==> src/rtl/seq_divider.sv <==
// Sequential 32-bit unsigned divider: radix-2 restoring, one quotient bit per cycle.
// Three-state control (IDLE/RUN/DONE) with registered busy/done and held results.
module seq_divider (
  input  logic        clk,
  input  logic        reset,
  input  logic        start,
  input  logic [31:0] dividend,
  input  logic [31:0] divisor,
  output logic        busy,
  output logic        done,
  output logic [31:0] quotient,
  output logic [31:0] remainder,
  output logic        div_by_zero
);

  typedef enum logic [1:0] {IDLE, RUN, DONE} state_t;

  state_t      state;
  logic [5:0]  cnt;
  logic        accept;
  logic        last_step;

  // Working datapath: partial remainder, dividend/quotient shifter, divisor.
  logic [31:0] rem_p0;
  logic [31:0] dvd_p0;
  logic [31:0] dvs_p0;
  logic [31:0] rem_nxt;
  logic        qbit_nxt;

  // One restoring step: shift in the next dividend bit, subtract if it fits.
  function automatic logic [32:0] div_step(input logic [31:0] rem,
                                           input logic        bit_in,
                                           input logic [31:0] dvs);
    logic [32:0] sh;
    logic [32:0] diff;
    sh   = {rem, bit_in};
    diff = sh - {1'b0, dvs};
    if (sh >= {1'b0, dvs})
      return {diff[31:0], 1'b1};
    else
      return {sh[31:0], 1'b0};
  endfunction

  assign accept    = (state != RUN) && start;
  assign last_step = (state == RUN) && (cnt == 6'd31);

  always_comb begin
    {rem_nxt, qbit_nxt} = div_step(rem_p0, dvd_p0[31], dvs_p0);
  end

  // Datapath registers carry no reset; they are reloaded on every accept.
  always_ff @(posedge clk) begin
    if (accept) begin
      rem_p0 <= '0;
      dvd_p0 <= dividend;
      dvs_p0 <= divisor;
    end else if (state == RUN) begin
      rem_p0 <= rem_nxt;
      dvd_p0 <= {dvd_p0[30:0], qbit_nxt};
    end
  end

  // Control FSM and result registers.
  always_ff @(posedge clk) begin
    if (reset) begin
      state       <= IDLE;
      cnt         <= '0;
      busy        <= 1'b0;
      done        <= 1'b0;
      quotient    <= '0;
      remainder   <= '0;
      div_by_zero <= 1'b0;
    end else begin
      case (state)
        IDLE, DONE: begin
          done <= 1'b0;
          if (start) begin
            cnt <= '0;
            if (divisor == 32'd0) begin
              // Zero divisor resolves immediately without entering RUN.
              state       <= DONE;
              done        <= 1'b1;
              quotient    <= 32'hFFFF_FFFF;
              remainder   <= dividend;
              div_by_zero <= 1'b1;
            end else begin
              state <= RUN;
              busy  <= 1'b1;
            end
          end else begin
            state <= IDLE;
          end
        end
        RUN: begin
          cnt <= cnt + 6'd1;
          if (last_step) begin
            state       <= DONE;
            busy        <= 1'b0;
            done        <= 1'b1;
            quotient    <= {dvd_p0[30:0], qbit_nxt};
            remainder   <= rem_nxt;
            div_by_zero <= 1'b0;
          end
        end
        default: begin
          state <= IDLE;
          busy  <= 1'b0;
          done  <= 1'b0;
        end
      endcase
    end
  end

endmodule
==> config.mk <==
export PLATFORM = sky130hd
export DESIGN_NAME = seq_divider
export DESIGN_NICKNAME = d
export VERILOG_FILES = /design/src/rtl/seq_divider.sv
export SDC_FILE = /design/constraint.sdc
export NUM_CORES = 1
export LEC_CHECK = 0
export CORE_MARGIN = 1.5
export CORE_UTILIZATION = 48
export DETAILED_ROUTE_END_ITERATION = 8
export PLACE_DENSITY = 0.81
export SYNTH_ARGS = -nofsm -noshare
export SYNTH_HDL_FRONTEND = slang
export SYNTH_SLANG_ARGS = --single-unit
==> constraint.sdc <==
create_clock -name clk -period 3.1 [get_ports clk]
set_input_delay 0.31 -clock clk [delete_from_list [all_inputs] [get_ports clk]]
set_output_delay 0.31 -clock clk [all_outputs]
set_load 0.02 [all_outputs]
==> results of run 1 <==
cell usage after synthesis, types with 6 or more instances:
| cell type | count |
|---|---|
| xor2_1 | 11 |
| dfxtp_1 | 106 |
| o21bai_1 | 9 |
| inv_1 | 51 |
| and3_1 | 8 |
| nand2_1 | 74 |
| nor2_1 | 76 |
| a21oi_1 | 51 |
| nand3_1 | 43 |
| mux2_2 | 32 |
| a211oi_1 | 10 |
| nand2b_1 | 6 |
| o22ai_1 | 18 |
| nor3_1 | 74 |
| edfxtp_1 | 64 |
| buf_2 | 12 |
| clkbuf_1 | 42 |
| xnor2_1 | 11 |
| nor4_1 | 10 |
| a21o_1 | 7 |
| ha_1 | 33 |
| o211ai_1 | 13 |
| mux2i_1 | 19 |
| a41oi_1 | 7 |
| o21ai_0 | 45 |
| a22oi_1 | 15 |
| nand4b_1 | 12 |
| nand4_1 | 9 |
| o31ai_1 | 6 |
timing repair:
item / CTS / global route
endpoints found under the setup margin: 0 / 14
setup buffers: 0 / 0
gates resized for setup: 0 / 3
power breakdown:
group,internal (W),leakage (nW),switching (W)
Combinational,0.000872,2.44,0.00130
Sequential,0.00255,1.48,0.000200
Clock,0.00124,0.304,0.00102
worst max-delay path by stage:
stage                               end        from  slack, ns  depth (start not counted)
after floorplan           remainder[26]  dvd_p0[31]       0.48                         12
final                     remainder[25]  rem_p0[27]       0.15                          9
after CTS                 remainder[26]  dvd_p0[31]       0.07                         13
after detailed placement  remainder[31]  divisor[2]       0.03                          9
after global routing      remainder[28]  dvd_p0[31]     -0.009                         12
after global placement    remainder[26]  dvd_p0[31]        0.1                         13
layout make-up:
cell class | instances | area [sq um] | share of cell area (%)
clock buffers | 17 | 425 | 3.82
clock inverters | 15 | 201 | 1.81
inverters | 51 | 191 | 1.72
multi-input cells | 671 | 4390 | 39.4
flip-flops and latches | 170 | 4040 | 36.4
well taps | 229 | 287 | 2.58
repair buffers | 166 | 1590 | 14.3
cell usage in the layout, fill, tap and decap left out, drive strengths merged, types with 13 or more instances in the layout:
master,n
clkdlybuf4s50,132
dfxtp,106
nor2,76
nand2,74
nor3,74
edfxtp,64
inv,58
a21oi,54
o21ai,48
nand3,43
buf,34
ha,33
mux2,33
mux2i,19
o22ai,18
clkbuf,17
a22oi,15
o211ai,13
sequential cells by signal (all words and copies together) (netlist names):
signal and cells:
dvd_p0 32, cnt 6, dvs_p0 32, div_by_zero 1
busy 1, rem_p0 32, remainder 32, state 1
quotient 32, done 1
kinds of logic (layout without fill, tap and decap cells):
| group | count (synthesis) | in the layout | synth area share [%] |
|---|---|---|---|
| adder cells (fa/ha/maj) | 34 | 34 | 4.88 |
| flip-flops | 170 | 170 | 45.6 |
| AO/OA/AOI/OAI | 229 | 230 | 17.3 |
| AND/OR/NAND/NOR | 333 | 333 | 18.3 |
| multiplexers | 52 | 52 | 6.34 |
| XOR/XNOR | 22 | 22 | 2.17 |
| buffers and inverters | 113 | 249 | 5.35 |
worst max-delay path: cells and delay by family (launching register included):
family	cells	cell delay [ns]
AO/OA/AOI/OAI	4	1.04
adder cells (fa/ha/maj)	1	0.46
AND/OR/NAND/NOR	3	0.60
flip-flops	1	0.36
multiplexers	1	0.40
layer usage:
metal,vias to the layer above,part of all wire [%]
met2,412,44
met5,-,0
met1,3718,44
li1,3771,-
met4,0,1.8
met3,40,9.7
stage by stage:
| stage | hold WS [ns] | cell area, sq um | std cells | util [%] |
|---|---|---|---|---|
| final | 0.408 | 11100 | 1319 | 61.7 |
| after global routing | 0.441 | 11100 | 1319 | 61.7 |
| after CTS | 0.387 | 11100 | 1318 | 61.6 |
| after detailed placement | 0.450 | 10500 | 1286 | 58.1 |
| after global placement | 0.449 | 10500 | 1286 | 58.1 |
| after floorplan | 0.409 | 8860 | 953 | - |
==> impl_metrics.env, run 1 <==
export IMPL_overflow=0
export IMPL_slew_headroom_pct=31.2
export IMPL_rr_worst_depth=9
export IMPL_routed_wl_microns=24700
export IMPL_finalSetupTns_ns=0
export IMPL_grt_pass1_vias=7307
export IMPL_hp_start="reset"
export IMPL_die_h_microns=139
export IMPL_insertion_delay_ns=0.45
export IMPL_yosysWarnings=0
export IMPL_synth_area_leader_cell="dfxtp_1"
export IMPL_synth_ff_type="dfxtp_1"
export IMPL_hold_viol_final=0
export IMPL_peakVddDrop_uv=488
export IMPL_start_util_pct=49.2
export IMPL_num_rows=49
export IMPL_cap_violations=0
export IMPL_crit_path_max_incr_delay_ns=0.46
export IMPL_cp_arrival_ns=3.31
export IMPL_detailedPlace_worstSlack_ns=0.0339
export IMPL_place_detailed_hpwl_microns=18100
export IMPL_holdPathStages=2
export IMPL_grt_pass1_wl_microns=39000
export IMPL_drc=0
export IMPL_async_flop_share_pct=0
export IMPL_wl_per_cell_microns=18.8
export IMPL_tightest_slew_ns=1.03
export IMPL_drtIter0Drc=760
export IMPL_gr_max_usage_layer="met2"
export IMPL_cts_tree="yes"
export IMPL_antenna_left=0
export IMPL_cts_htree_levels=4
export IMPL_skew_ns=0.0137
export IMPL_ctsRootBufferMaster="clkbuf_16"
export IMPL_reg2reg_slack_ns=0.15
export IMPL_numCtsBuffers=17
export IMPL_use_met1_pct=36.3
export IMPL_fp_dieW_microns=139
export IMPL_synth_cell_types=66
export IMPL_post_route_period_util_pct=95.1
export IMPL_endpoint_kind="flip-flop"
export IMPL_hold_class="in -> reg"
export IMPL_yosys_area_top_type_share_pct=23.9
export IMPL_vias_per_cell=6.02
export IMPL_rsz0062_at_grt="true"
export IMPL_rr_endpoint="remainder[25]"
export IMPL_ys_seq_area_share_pct=45.6
export IMPL_crit_chain="ha_1, nand3_1, nor4_2, a41oi_1, o21ai_1, mux2_2, nand2_1, o2111ai_1, a211oi_1"
export IMPL_use_met2_pct=38.0
export IMPL_grt_total_usage_pct=25.2
export IMPL_period_needed_ns=2.95
export IMPL_cp_required_ns=3.46
export IMPL_setup_viol=0
export IMPL_worstHoldEndpoint="cnt[3]"
export IMPL_syn_instance_count=953
export IMPL_cp_start_kind="flip-flop"
export IMPL_status="complete, no violations"
export IMPL_synth_edff_count=64
export IMPL_p_per_area_nw_per_um2=645
export IMPL_dr_pass1_iters=5
export IMPL_netlist_area_sq_um=8860
export IMPL_n_fill_cell=1530
export IMPL_cp_max_fo=10
export IMPL_final_net_count=1178
export IMPL_antenna_found_initial=0
export IMPL_postSynthAreaPerCell_sq_um=9.30
export IMPL_critical_path_class="reg -> reg"
export IMPL_ctsHoldBuffers=0
export IMPL_syn_to_final_growth_pct=25.5
export IMPL_io_buffers=133
export IMPL_drive_gt1_share_pct=11.0
export IMPL_p_leak_nw=4.23
export IMPL_setup_ws_ns=0.151
export IMPL_core_sq_um=18000
export IMPL_fmax_mhz=339
export IMPL_via_count=7941
export IMPL_maxSlewViolCount=0
export IMPL_syn_nets=1054
export IMPL_grt_max_degree=53
export IMPL_cts_sinks=170
export IMPL_r2r_start="rem_p0[27]"
export IMPL_die_area_sq_um=19300
export IMPL_routabilityCongestion=0.979
export IMPL_n_antenna_cell=0
export IMPL_clk_pin_slew_ns=0.07
export IMPL_met3_usage_pct=5.32
export IMPL_io_pins=134
export IMPL_synthTopCellsByArea="dfxtp_1 (24%), edfxtp_1 (22%), ha_1 (4.7%), nor3_1 (4.2%), mux2_2 (4.1%)"
export IMPL_synth_seq_cells=170
export IMPL_critical_path_slowest_cell="ha_1"
export IMPL_total_power_w=0.00718
export IMPL_cts_buffer_depth=2
No activity file was read; power rests on OpenSTA's default activity.
==> run 2: changes to the inputs <==
Settings changed: CAP_MARGIN from default to 20.
==> results of run 2 <==
No change in the layout: final DEF, timing and power equal those of run 1.
